--- src/rtl/clock_time_core.sv ---
// 24-hour BCD timekeeping core: 1 Hz prescaler, hh:mm:ss counter, validated load, hold freeze.
// Optional alarm comparator enabled by defining ALARM_MATCH_EN.
module clock_time_core #(
  parameter int unsigned TICK_DIV = 50000000
) (
  input  logic       clk,
  input  logic       rst,
  input  logic       hold,
  input  logic       load_stb,
  input  logic [1:0] ld_hours_left,
  input  logic [3:0] ld_hours_right,
  input  logic [2:0] ld_minutes_left,
  input  logic [3:0] ld_minutes_right,
`ifdef ALARM_MATCH_EN
  input  logic       alarm_arm,
  input  logic [1:0] al_hours_left,
  input  logic [3:0] al_hours_right,
  input  logic [2:0] al_minutes_left,
  input  logic [3:0] al_minutes_right,
  output logic       alarm_hit,
`endif
  output logic [1:0] hours_left,
  output logic [3:0] hours_right,
  output logic [2:0] minutes_left,
  output logic [3:0] minutes_right,
  output logic [2:0] seconds_left,
  output logic [3:0] seconds_right,
  output logic       tick_1hz,
  output logic       load_err
);

  localparam int unsigned PW = (TICK_DIV > 1) ? $clog2(TICK_DIV) : 1;
  localparam logic [PW-1:0] LAST = PW'(TICK_DIV - 1);

  logic [PW-1:0] presc;
  logic          wrap;
  logic          ld_valid;

  logic [1:0] hl_n;
  logic [3:0] hr_n;
  logic [2:0] ml_n;
  logic [3:0] mr_n;
  logic [2:0] sl_n;
  logic [3:0] sr_n;

  assign wrap = (presc == LAST);

  // Reject out-of-range digits and hours above 23
  assign ld_valid = (ld_hours_left <= 2'd2) && (ld_hours_right <= 4'd9) &&
                    !((ld_hours_left == 2'd2) && (ld_hours_right > 4'd3)) &&
                    (ld_minutes_left <= 3'd5) && (ld_minutes_right <= 4'd9);

  // One-second BCD increment with ripple carries, 23:59:59 wraps to 00:00:00
  always_comb begin
    hl_n = hours_left;
    hr_n = hours_right;
    ml_n = minutes_left;
    mr_n = minutes_right;
    sl_n = seconds_left;
    sr_n = seconds_right;
    if (seconds_right != 4'd9) begin
      sr_n = seconds_right + 4'd1;
    end else begin
      sr_n = 4'd0;
      if (seconds_left != 3'd5) begin
        sl_n = seconds_left + 3'd1;
      end else begin
        sl_n = 3'd0;
        if (minutes_right != 4'd9) begin
          mr_n = minutes_right + 4'd1;
        end else begin
          mr_n = 4'd0;
          if (minutes_left != 3'd5) begin
            ml_n = minutes_left + 3'd1;
          end else begin
            ml_n = 3'd0;
            if ((hours_left == 2'd2) && (hours_right == 4'd3)) begin
              hl_n = 2'd0;
              hr_n = 4'd0;
            end else if (hours_right == 4'd9) begin
              hr_n = 4'd0;
              hl_n = hours_left + 2'd1;
            end else begin
              hr_n = hours_right + 4'd1;
            end
          end
        end
      end
    end
  end

  // Priority: load strobe, then hold, then prescaler advance
  always_ff @(posedge clk or negedge rst) begin
    if (!rst) begin
      presc         <= '0;
      hours_left    <= '0;
      hours_right   <= '0;
      minutes_left  <= '0;
      minutes_right <= '0;
      seconds_left  <= '0;
      seconds_right <= '0;
      tick_1hz      <= 1'b0;
      load_err      <= 1'b0;
    end else if (load_stb) begin
      tick_1hz <= 1'b0;
      if (ld_valid) begin
        presc         <= '0;
        hours_left    <= ld_hours_left;
        hours_right   <= ld_hours_right;
        minutes_left  <= ld_minutes_left;
        minutes_right <= ld_minutes_right;
        seconds_left  <= '0;
        seconds_right <= '0;
        load_err      <= 1'b0;
      end else begin
        load_err <= 1'b1;
      end
    end else if (hold) begin
      presc    <= '0;
      tick_1hz <= 1'b0;
      load_err <= 1'b0;
    end else if (wrap) begin
      presc         <= '0;
      hours_left    <= hl_n;
      hours_right   <= hr_n;
      minutes_left  <= ml_n;
      minutes_right <= mr_n;
      seconds_left  <= sl_n;
      seconds_right <= sr_n;
      tick_1hz      <= 1'b1;
      load_err      <= 1'b0;
    end else begin
      presc    <= presc + PW'(1);
      tick_1hz <= 1'b0;
      load_err <= 1'b0;
    end
  end

`ifdef ALARM_MATCH_EN
  // Alarm fires only on a counting advance into second 00, never on a load
  always_ff @(posedge clk or negedge rst) begin
    if (!rst) begin
      alarm_hit <= 1'b0;
    end else begin
      alarm_hit <= alarm_arm && !load_stb && !hold && wrap &&
                   (sl_n == 3'd0) && (sr_n == 4'd0) &&
                   (hl_n == al_hours_left) && (hr_n == al_hours_right) &&
                   (ml_n == al_minutes_left) && (mr_n == al_minutes_right);
    end
  end
`endif

endmodule

--- config.mk ---
export PLATFORM = sky130hd
export DESIGN_NAME = clock_time_core
export DESIGN_NICKNAME = d
export VERILOG_FILES = /design/src/rtl/clock_time_core.sv
export SDC_FILE = /design/constraint.sdc
export NUM_CORES = 1
export LEC_CHECK = 0
export CORE_MARGIN = 2
export CORE_UTILIZATION = 55
export CTS_CLUSTER_SIZE = 10
export DETAILED_ROUTE_END_ITERATION = 12
export PLACE_DENSITY_LB_ADDON = 0.12
export SYNTH_ARGS = -nofsm -noshare
export SYNTH_HDL_FRONTEND = slang
export SYNTH_SLANG_ARGS = --single-unit
export TNS_END_PERCENT = 100
--- constraint.sdc ---
create_clock -name clk -period 2.7 [get_ports clk]
set_input_delay 0.405 -clock clk [delete_from_list [all_inputs] [get_ports clk]]
set_output_delay 0.405 -clock clk [all_outputs]
set_load 0.005 [all_outputs]
======== Yosys cells after proc, flatten, opt, wreduce, memory -nomap -nowiden ========
Index checks and enable logic that the tools add are counted.
word-level totals
  output and inout bits ................... 22
  word-level logic and storage cells ...... 106
  input bits .............................. 17
  register bits after elaboration ......... 48
operators by class
  add/subtract/negate cells ............... 7
  muxes and demuxes ....................... 55
  reductions and logical operators ........ 15
  equal/unequal tests ..................... 15
  order comparisons ....................... 5
operators by type and width
  cell                   count
  $mux 26                4
  $mux 4                 22
  $mux 3                 14
  $add 26x1->26 const B  1
  $eq 26x26->1 const B   1
  $mux 2                 10
  $add 4x1->4 const B    3
  $le 4x4->1 const B     2
  $ne 2x2->1 const B     4
  $ne 4x4->1 const B     2
  $reduce_and 8->1       1
  $reduce_and 7->1       1
  $add 3x1->3 const B    2
  $logic_and 1x1->1      6
  $ne 3x3->1 const B     2
  $reduce_and 6->1       1
  $mux 1                 5
  $reduce_and 5->1       1
  $eq 2x2->1 const B     2
  $eq 4x2->1 const B     1
  $eq 4x4->1 const B     1
  $gt 4x2->1 const B     1
  $ne 2x1->1 const B     2
  $reduce_and 4->1       1
  7 further kinds        7

======== Logic depth before layout (Yosys ltp) ========
Gate-level depths: netlist of the first run.
  word-level depth ........................ 10
  mapped depth ............................ 8
  gate-level depth less buffers ........... 7

======== Worst setup path after synthesis of the first run ========
OpenSTA, ideal clock, no wires.
  path type ............................... register -> register
  start ................................... reg presc[0]
  end ..................................... reg hours_left[1]
  data required time ...................... 2.575 ns
  setup time .............................. 0.125 ns
  buffers on the path ..................... 0
  slack ................................... 0.562 ns
  stages on the path, launching flop included .. 8
  clock period less this slack ............ 2.138 ns
  arrival time ............................ 2.013 ns
  cells stage by stage .................... dfrtp_1 -> ha_1 -> nand3_2 -> or2_4 -> nor4_4 -> o211ai_4 -> a21oi_2 -> mux2_2
on the way
  word-level cells in the longest chain between the ends .. 3
ends and longest elaborated chain
  item                         RTL line  source
  from (decl)                  35        logic [PW-1:0] presc;
  from (signal assigned)       133       presc <= presc + PW'(1);
  $eq 26x26->1                 46        assign wrap = (presc == LAST);
  $reduce_bool 2->1 (no line)  n/a
  $reduce_and 8->1 (no line)   n/a
  to (signal assigned)         108       hours_left <= ld_hours_left;
  to (signal assigned)         124       hours_left <= hl_n;
  to (decl)                    22        output logic [1:0] hours_left,
Every way passes these cells.
A chain may end at the register's enable or synchronous reset.

======== Worst setup path after layout of the first run ========
  start ................................... reg presc[0]
  end ..................................... reg seconds_left[0]
on the way
  word-level cells in the longest chain between the ends .. 3
ends and longest elaborated chain
  item                         RTL line  source
  $eq 26x26->1                 46
  $reduce_bool 2->1 (no line)  n/a
  $reduce_and 4->1 (no line)   n/a
  to (signal assigned)         128       seconds_left <= sl_n;
  to (decl)                    26        output logic [2:0] seconds_left,
Every way passes these cells.

==> results.md, run 1 <==
* Most common cell after layout, fill and taps aside: dfrtp_1
* Sw frac at 0.268
* Slew HR at 0.582
* Number of max-cap violations at 0
* DRC Markers at 0
* Commonest non-fill, non-tap cells in the layout: dfrtp_1, nand2_1, clkdlybuf4s50_1
* Startpoint Class: flip-flop
* Die Wd at 75.0 µm
* Vias at 2336
* Total GRT Usage at 0.235
* Status: finished clean
* Antenna-violating nets left at 0
* Post-CTS Hold Fix Bufs at 0
* Drt via density at 5.64
* Internal power at 1.19 mW
* Total die area at 5620 µm²
* CTS clock-pin slew for the worst setup and hold paths at 80 ps
* Routability cong. at 0.845
* CTS tree: done
* Final period util at 0.866
* R2R cell count at 7
* # setup viols final at 0
* Syn Nets at 328
* Layout cells sized above 1 at 0.107
* Commonest register cell after synthesis: dfrtp_1
* Drt pass-1 iters at 4
* Antenna violations before repair at 0
* Synth Instances at 306
* CTS max path bufs at 2
* Mapped Area at 2770 µm²
* Worst r2r src: presc[0]
* Floorplan core area at 4790 µm²
* Post-CTS Repair Setup Buffers at 0
* WL/cell at 14.4 µm
* Worst-Margin Slew at 621 ps
* FF-to-FF End: seconds_left[0]
* Initial DRC count at 90
* #FFs+latches synth at 48
* Slew Viols, Final at 0
* I/O Buffers at 38
* Cts repair resizes at 0
* Fin Setup TNS at 0 ps
* Final Hold Fails at 0
* Clock share of power at 0.306
* Leak pwr at 1.32 nW
* Num CTS Buffers at 5
* Fin crit period at 2340 ps
* Largest net degree at the start of global routing at 27
* Worst vdd ir at 0.306 mV
* Die H at 75.0 µm
* I/O pin cnt at 39
* RSZ-0062 raised after global routing: false
* Syn Area/Cell at 9.05 µm²
* Number of synthesized flops with an enable pin at 0
* Worst hold path class: input port to asynchronous set/reset pin
* P&R area growth vs syn at 19.5%
* Fmax at 428 MHz
* Pwr dens at 490 nW/µm²
* CP Data Required Time at 2890 ps
* Global-route wire length before repair at 10200 µm
* Distinct cells, synth at 55
* Drt total wl at 5960 µm
* Reg power frac at 0.508
* Post-DP HPWL at 4290 µm
* Async S/R FF share, synth at 1.00
* Number of diodes at 0
* Root Buffer: clkbuf_8
* Clock Sinks at 48
* Overflow after GRT at 0
* Final total power at 1.62 mW
* Final Skew at 4.71 ps
* CP Capture Type: flip-flop
* CTS H-Tree Depth at 2
* Combinational share of power at 0.185
* Register area share after synthesis at 0.434
* Filler cell count at 362
* Initial core utilization at 0.579
* Worst-Skew Late Latency at 300 ps
* WS Path Type: flip-flop to flip-flop
* Net switching power at 0.434 mW
* NumNets Final at 370
* Flop-to-flop setup slack at 360 ps
* Worst Path Max Fanout at 6
* Row count at 25
* Vias in the first global route at 2183
* YS warnings at 0
* Worst EP arrival at 2530 ps
[cells in the mapped netlist (all sizes together), types with 2 or more instances]
| library cell | instances | area, µm² |
|---|---|---|
| dfrtp | 48 | 1200 |
| nand2 | 37 | 139 |
| o21ai | 37 | 189 |
| nor2 | 33 | 124 |
| a21oi | 16 | 83.8 |
| inv | 14 | 52.6 |
| nand3 | 11 | 60.1 |
| nand4 | 11 | 83.8 |
| buf | 7 | 62.6 |
| xor2 | 7 | 61.3 |
| and3 | 6 | 40.0 |
| nor3 | 6 | 30.0 |
| nor4 | 6 | 73.8 |
| or3 | 6 | 37.5 |
| ha | 5 | 62.6 |
| o31ai | 5 | 51.3 |
| xnor2 | 5 | 43.8 |
| a31oi | 4 | 25.0 |
| clkbuf | 4 | 16.3 |
| o211ai | 4 | 43.8 |
| or2 | 4 | 30.0 |
| mux2 | 3 | 33.8 |
| a211o | 2 | 17.5 |
| a22o | 2 | 17.5 |
| a22oi | 2 | 15.0 |
| and2 | 2 | 12.5 |
| mux2i | 2 | 20.0 |
| nand2b | 2 | 12.5 |
| nor2b | 2 | 12.5 |
| nor3b | 2 | 15.0 |
[cell type report]
cell class / instances / area [µm²] / area share
clock buffers: 5 / 68.8 / 0.0208
flip-flops and latches: 48 / 1200 / 0.363
multi-input cells: 233 / 1440 / 0.435
inverters: 14 / 52.6 / 0.0159
repair buffers: 46 / 435 / 0.132
clock inverters: 1 / 30.0 / 0.00907
well taps: 67 / 83.8 / 0.0253
[kinds of logic after synthesis]
| group | synth area share |
|---|---|
| mux | 0.0194 |
| buf+inv | 0.0474 |
| xor+xnor | 0.0379 |
| simple gates | 0.257 |
| flops | 0.434 |
| compound gates | 0.182 |
| fa+ha+maj | 0.0226 |
[through the flow]
stage                      util  worst slack [ps]  std cells  instance area, µm²  hold WS (ps)
after floorplan               -               562        306                2770           109
after global placement    0.671               236        408                3210           433
after detailed placement  0.671               234        408                3210           449
after CTS                 0.692               218        414                3310           121
after global routing      0.692               151        414                3310           154
final                     0.692               361        414                3310           103
[critical path, stage by stage (launching register included)]
cell,delay (ps)
dfrtp_1,410
ha_1,240
nand3_2,120
or2_4,300
nor4_4,410
buf_4,200
o21ba_2,200
mux2_2,350
[worst max path at each step]
stage | endpoint | depth (start not counted) | start | slack, ps
after floorplan | hours_left[1] | 7 | presc[0] | 560
after global placement | seconds_left[0] | 6 | hold | 240
after detailed placement | hours_left[0] | 7 | ld_hours_right[2] | 230
after CTS | presc[11] | 6 | presc[0] | 220
after global routing | presc[24] | 5 | presc[8] | 150
final | seconds_left[0] | 7 | presc[0] | 360
[sequential cells by signal, indices dropped and copies added (netlist names)]
| register | flops |
|---|---|
| minutes_left | 3 |
| load_err | 1 |
| minutes_right | 4 |
| hours_right | 4 |
| tick_1hz | 1 |
| presc | 26 |
| hours_left | 2 |
| seconds_right | 4 |
| seconds_left | 3 |
[routing by layer]
layer / global-route usage / vias up / share of wire
met5: 0 / - / 0
met4: 0.0734 / 0 / 0.017
met2: 0.395 / 54 / 0.48
met1: 0.310 / 1105 / 0.46
met3: 0.0415 / 11 / 0.038
li1: - / 1166 / -
[power groups by stage]
stage | clock [mW] | combinational [mW] | sequential (mW)
after floorplan | 0 | 0.144 | 0.829
after global placement | 0 | 0.295 | 0.837
after detailed placement | 0 | 0.298 | 0.838
after CTS | 0.507 | 0.302 | 0.824
after global routing | 0.529 | 0.340 | 0.834
final | 0.497 | 0.300 | 0.825
(Power assumes the default switching activity.)
==> run 2: changes to the inputs <==
--- a/config.mk
+++ b/config.mk
@@ -13,4 +13,3 @@
 export SYNTH_ARGS = -nofsm -noshare
 export SYNTH_HDL_FRONTEND = slang
 export SYNTH_SLANG_ARGS = --single-unit
-export TNS_END_PERCENT = 100
==> constraint.sdc (replaced) <==
create_clock -name clk -period 2.8 [get_ports clk]
set_input_delay 0.42 -clock clk [delete_from_list [all_inputs] [get_ports clk]]
set_output_delay 0.42 -clock clk [all_outputs]
set_load 0.005 [all_outputs]
==> run 2 against run 1 <==
Against the previous run: maximum frequency fell by 6.9%; core utilization fell by 0.16 points; design area fell by 0.23%; first-iteration DRC count rose by 62%; via count rose by 2.7%; sequential power fell by 3.5%; routed wire length rose by 0.94%; register-to-register slack got worse by 70 ps; global-route usage did not move; clock-buffer cell count rose by 1; combinational power fell by 4%.
==> results.md, run 2 (synthesized netlist as in run 1, its figures left out) <==
* Final Hold Fails at 0 (unchanged)
* Commonest non-fill, non-tap cells in the layout: dfrtp_1, nand2_1, clkdlybuf4s50_1 (unchanged)
* WS Path Type: flip-flop to flip-flop (unchanged)
* Number of max-cap violations at 0 (unchanged)
* CTS clock-pin slew for the worst setup and hold paths at 90 ps (was 80 ps)
* Combinational share of power at 0.182 (was 0.185)
* # setup viols final at 0 (unchanged)
* Post-CTS Hold Fix Bufs at 0 (unchanged)
* Overflow after GRT at 0 (unchanged)
* Post-DP Area at 3200 µm² (was 3210 µm²)
* Row count at 25 (unchanged)
* Total die area at 5620 µm² (unchanged)
* Reg power frac at 0.503 (was 0.508)
* WL/cell at 14.5 µm (was 14.4 µm)
* Crit path buf inv count at 0 (was 1)
* Filler cell count at 389 (was 362)
* Status: finished clean (unchanged)
* CP cell instances: nor4b_2 > nand4_1 > o31ai_4 > and2_1 > nor2_1 (was ha_1 > nand3_2 > or2_4 > nor4_4 > buf_4 > o21ba_2 > mux2_2)
* Initial core utilization at 0.579 (unchanged)
* Drt pass-1 iters at 4 (unchanged)
* DRC Markers at 0 (unchanged)
* Most flop-heavy register: presc (unchanged)
* Total GRT Usage at 0.235 (unchanged)
* Post-route cell area at 3300 µm² (was 3310 µm²)
* I/O pin cnt at 39 (unchanged)
* Most common cell after layout, fill and taps aside: dfrtp_1 (unchanged)
* CP Capture Type: flip-flop (unchanged)
* Vias in the first global route at 2180 (was 2183)
* Max incr delay on CP at 600 ps (was 410 ps)
* Initial DRC count at 146 (was 90)
* Final Skew at 4.27 ps (was 4.71 ps)
* Number of diodes at 0 (unchanged)
* Slew Viols, Final at 0 (unchanged)
* Post-CTS Repair Setup Buffers at 0 (unchanged)
* CTS tree: done (unchanged)
* Routability cong. at 0.888 (was 0.845)
* Die Wd at 75.0 µm (unchanged)
* Fin Setup TNS at 0 ps (unchanged)
* Clock Sinks at 48 (unchanged)
* CTS H-Tree Depth at 2 (unchanged)
* Startpoint Class: flip-flop (unchanged)
* Setup ws final at 287 ps (was 361 ps)
* Core Util, Final at 0.690 (was 0.692)
* Clock share of power at 0.315 (was 0.306)
* Cts repair resizes at 0 (unchanged)
* Num CTS Buffers at 5 (unchanged)
* Crit path depth at 5 (was 7)
* CP max stage cell: and2_1 (was dfrtp_1)
* NumNets Final at 368 (was 370)
* Internal power at 1.15 mW (was 1.19 mW)
* Worst vdd ir at 0.334 mV (was 0.306 mV)
* Net switching power at 0.431 mW (was 0.434 mW)
* Worst-Skew Late Latency at 300 ps (about the same)
* Worst-Margin Slew at 593 ps (was 621 ps)
* Vias at 2400 (was 2336)
* Antenna violations before repair at 0 (unchanged)
* Worst EP arrival at 2670 ps (was 2530 ps)
* Largest net degree at the start of global routing at 28 (was 27)
* Worst hold path class: input port to asynchronous set/reset pin (unchanged)
* Sw frac at 0.272 (was 0.268)
* Final period util at 0.897 (was 0.866)
* CP delay by family, top: simple AND/OR/NAND/NOR gates (unchanged)
* Die H at 75.0 µm (unchanged)
* Drt via density at 5.80 (was 5.64)
* Max reg flops at 26 (unchanged)
* R2R cell count at 5 (was 7)
* Global-route wire length before repair at 10100 µm (was 10200 µm)
* Fmax at 398 MHz (was 428 MHz)
* Drt total wl at 6010 µm (was 5960 µm)
* CTS max path bufs at 2 (unchanged)
* P&R area growth vs syn at 19.2% (was 19.5%)
* Pwr dens at 479 nW/µm² (was 490 nW/µm²)
* Antenna-violating nets left at 0 (unchanged)
* Root Buffer: clkbuf_8 (unchanged)
* Slew HR at 0.605 (was 0.582)
* CP Data Required Time at 2960 ps (was 2890 ps)
* Layout cells sized above 1 at 0.101 (was 0.107)
* Fin crit period at 2510 ps (was 2340 ps)
* Post-DP HPWL at 4380 µm (was 4290 µm)
* Floorplan core area at 4790 µm² (unchanged)
* Worst Path Max Fanout at 17 (was 6)
* RSZ-0062 raised after global routing: false (unchanged)
* Post-Place Setup Slack at 255 ps (was 234 ps)
* Leak pwr at 1.31 nW (was 1.32 nW)
* I/O Buffers at 38 (unchanged)
-- run 2: final timing paths --
check	startpoint	end	slack [ps]
min in group clk	presc[7]	presc[7]	520
max	presc[8]	presc[22]	290
min	rst	hours_right[2]	80
max in group asynchronous	rst	presc[13]	1990
min reg2reg	presc[7]	presc[7]	520
max reg2reg	presc[8]	presc[22]	290
-- run 2: layout make-up --
| type | count | area (µm²) | area share |
|---|---|---|---|
| multi-input cells | 233 | 1440 | 0.435 |
| flip-flops and latches | 48 | 1200 | 0.364 |
| repair buffers | 44 | 420 | 0.127 |
| well taps | 67 | 83.8 | 0.0254 |
| clock buffers | 6 | 72.6 | 0.0220 |
| inverters | 14 | 52.6 | 0.0159 |
| clock inverters | 2 | 35.0 | 0.0106 |
-- run 2: metrics by stage --
stage	hold WS (ps)	power, mW	instances
2_1_floorplan	124	0.938	306
5_1_grt	116	1.66	414
3_3_place_gp	432	1.09	406
6_report	82.2	1.58	414
4_1_cts	99.5	1.59	414
3_5_place_dp	433	1.10	406
-- run 2: worst reg2reg max path: cells and delay by family (launching register included) --
family / cells / cell delay, ps
AND/OR/NAND/NOR: 4 / 1370
AO/OA/AOI/OAI: 1 / 570
flip-flops: 1 / 440
-- run 2: per-layer routing --
layer,wire [µm],track usage,vias to the layer above
met2,3010,0.402,67
li1,-,-,1173
met1,2640,0.304,1152
met5,0,0,-
met4,78,0.0615,0
met3,277,0.0495,8
-- run 2: power by group through the flow --
stage          clock network, mW  registers [mW]  logic, mW
6_report                   0.499           0.796      0.288
5_1_grt                    0.530           0.803      0.326
4_1_cts                    0.509           0.795      0.290
3_5_place_dp                   0           0.809      0.287
3_3_place_gp                   0           0.806      0.283
2_1_floorplan                  0           0.799      0.139
==> run 3: changes to the inputs <==
--- a/config.mk
+++ b/config.mk
@@ -9,7 +9,8 @@
 export CORE_UTILIZATION = 55
 export CTS_CLUSTER_SIZE = 10
 export DETAILED_ROUTE_END_ITERATION = 12
-export PLACE_DENSITY_LB_ADDON = 0.12
+export PLACE_DENSITY = 0.85
+export SLEW_MARGIN = 5
 export SYNTH_ARGS = -nofsm -noshare
 export SYNTH_HDL_FRONTEND = slang
 export SYNTH_SLANG_ARGS = --single-unit
==> run 3 against run 2 <==
Against the previous run: core utilization decreased by 0.31 points; maximum frequency increased by 3.4%; via count decreased by 0.71%; clock power decreased by 1%; critical path type unchanged; global-route usage decreased by 0.53 points; sequential power about the same; sequential cell count unchanged.
==> results.md, run 3 (synthesized netlist as in run 1, its figures left out) <==
* Status: finished clean (unchanged)
* Fmax at 411 MHz (was 398 MHz)
* Crit path capture: presc[22] (unchanged)
* CTS H-Tree Depth at 2 (unchanged)
* Combinational share of power at 0.181 (was 0.182)
* Leak pwr at 1.30 nW (was 1.31 nW)
* I/O Buffers at 38 (unchanged)
* Vias at 2383 (was 2400)
* Pwr dens at 478 nW/µm² (was 479 nW/µm²)
* # setup viols final at 0 (unchanged)
* Post-route cell area at 3290 µm² (was 3300 µm²)
* Most common cell after layout, fill and taps aside: dfrtp_1 (unchanged)
* Root Buffer: clkbuf_8 (unchanged)
* Worst Path Max Fanout at 17 (unchanged)
* P&R area growth vs syn at 18.7% (was 19.2%)
* Filler cell count at 404 (was 389)
* CP max stage cell: and2_1 (unchanged)
* Flop-to-flop setup slack at 370 ps (was 290 ps)
* Largest net degree at the start of global routing at 49 (was 28)
* Cts repair resizes at 0 (unchanged)
* Max incr delay on CP at 580 ps (was 600 ps)
* Vias in the first global route at 2215 (was 2180)
* Number of max-cap violations at 0 (unchanged)
* Number of diodes at 0 (unchanged)
* I/O pin cnt at 39 (unchanged)
* Final total power at 1.57 mW (was 1.58 mW)
* Net switching power at 0.418 mW (was 0.431 mW)
* CP cell instances: nor4b_2 > nand4_1 > o31ai_4 > and2_1 > nor2_1 (unchanged)
* Clock Sinks at 48 (unchanged)
* FF-to-FF End: presc[22] (unchanged)
* Most flop-heavy register: presc (unchanged)
* Drt pass-1 iters at 5 (was 4)
* Floorplan core area at 4790 µm² (unchanged)
* Reg power frac at 0.505 (was 0.503)
* Post-CTS Hold Fix Bufs at 0 (unchanged)
* Clock share of power at 0.314 (was 0.315)
* Final period util at 0.868 (was 0.897)
* Worst hold path class: input port to asynchronous set/reset pin (unchanged)
* Worst-Skew Late Latency at 310 ps (was 300 ps)
* CTS max path bufs at 2 (unchanged)
* Worst vdd ir at 0.331 mV (was 0.334 mV)
* WL/cell at 14.0 µm (was 14.5 µm)
* Antenna violations before repair at 0 (unchanged)
* Drt via density at 5.78 (was 5.80)
* Drt total wl at 5760 µm (was 6010 µm)
* Fin Setup TNS at 0 ps (unchanged)
* Post-CTS Repair Setup Buffers at 0 (unchanged)
* CTS clock-pin slew for the worst setup and hold paths at 90 ps (about the same)
* RSZ-0062 raised after global routing: false (unchanged)
* Row count at 25 (unchanged)
* DRC Markers at 0 (unchanged)
* Worst-Margin Slew at 1080 ps (was 593 ps)
* CP Data Required Time at 2970 ps (was 2960 ps)
* Final Skew at 13.3 ps (was 4.27 ps)
* Routability cong. at 0.863 (was 0.888)
* Fin cells at 412 (was 414)
* Startpoint Class: flip-flop (unchanged)
* CP delay by family, top: simple AND/OR/NAND/NOR gates (unchanged)
* Max reg flops at 26 (unchanged)
* Sw frac at 0.266 (was 0.272)
* Slew Viols, Final at 0 (unchanged)
* Worst EP arrival at 2600 ps (was 2670 ps)
* Num CTS Buffers at 5 (unchanged)
* Antenna-violating nets left at 0 (unchanged)
* Internal power at 1.15 mW (about the same)
* Total die area at 5620 µm² (unchanged)
* Post-placement cell count at 404 (was 406)
* Commonest non-fill, non-tap cells in the layout: dfrtp_1, nand2_1, clkdlybuf4s50_1 (unchanged)
* CP Capture Type: flip-flop (unchanged)
* Final Hold Fails at 0 (unchanged)
* Post-DP HPWL at 4280 µm (was 4380 µm)
* Initial DRC count at 180 (was 146)
* Die Wd at 75.0 µm (unchanged)
* Global-route wire length before repair at 9850 µm (was 10100 µm)
* Crit path buf inv count at 0 (unchanged)
* NumNets Final at 366 (was 368)
* Layout cells sized above 1 at 0.0957 (was 0.101)
* R2R cell count at 5 (unchanged)
* Crit path depth at 5 (unchanged)
* CP startpoint: presc[8] (unchanged)
* Total GRT Usage at 0.230 (was 0.235)
* Post-DP Area at 3180 µm² (was 3200 µm²)
* Worst r2r src: presc[8] (unchanged)
* WS Path Type: flip-flop to flip-flop (unchanged)
* Core Util, Final at 0.687 (was 0.690)
* Die H at 75.0 µm (unchanged)
* Overflow after GRT at 0 (unchanged)
* CTS tree: done (unchanged)
* Fin crit period at 2430 ps (was 2510 ps)
* Initial core utilization at 0.579 (unchanged)
* Slew HR at 0.283 (was 0.605)
==> run 3: power by group through the flow <==
stage | Combinational, mW | Sequential, mW | Clock, mW
floorplan | 0.139 | 0.799 | 0
global placement | 0.279 | 0.804 | 0
detailed placement | 0.286 | 0.807 | 0
CTS | 0.288 | 0.793 | 0.507
global route | 0.320 | 0.802 | 0.530
finish | 0.285 | 0.793 | 0.492
==> run 3: metrics by stage <==
step,hold slack [ps],setup slack [ps]
global placement,492,298
floorplan,124,662
detailed placement,497,275
finish,304,369
global route,379,164
CTS,329,354
==> run 3: worst min path at each step <==
| stage | start | to | slack (ps) | depth (start not counted) |
|---|---|---|---|---|
| floorplan | rst | hours_left[0] | 120 | 0 |
| global placement | presc[7] | presc[7] | 490 | 2 |
| detailed placement | presc[7] | presc[7] | 500 | 2 |
| CTS | rst | presc[7] | 330 | 1 |
| global route | rst | presc[7] | 380 | 1 |
| finish | rst | presc[7] | 300 | 1 |
==> run 3: area by class of cell <==
class	instances	area (µm²)	area share
multi-input cells	233	1440	0.437
flip-flops and latches	48	1200	0.365
repair buffers	42	405	0.123
well taps	67	83.8	0.0255
clock buffers	6	72.6	0.0221
inverters	14	52.6	0.0160
clock inverters	2	35.0	0.0107
==> run 3: routing by layer <==
layer	wire length, µm	vias to the layer above	global-route usage
met2	2850	68	0.387
met5	0	-	0
li1	-	1168	-
met4	84	0	0.0833
met3	263	8	0.0402
met1	2570	1139	0.298
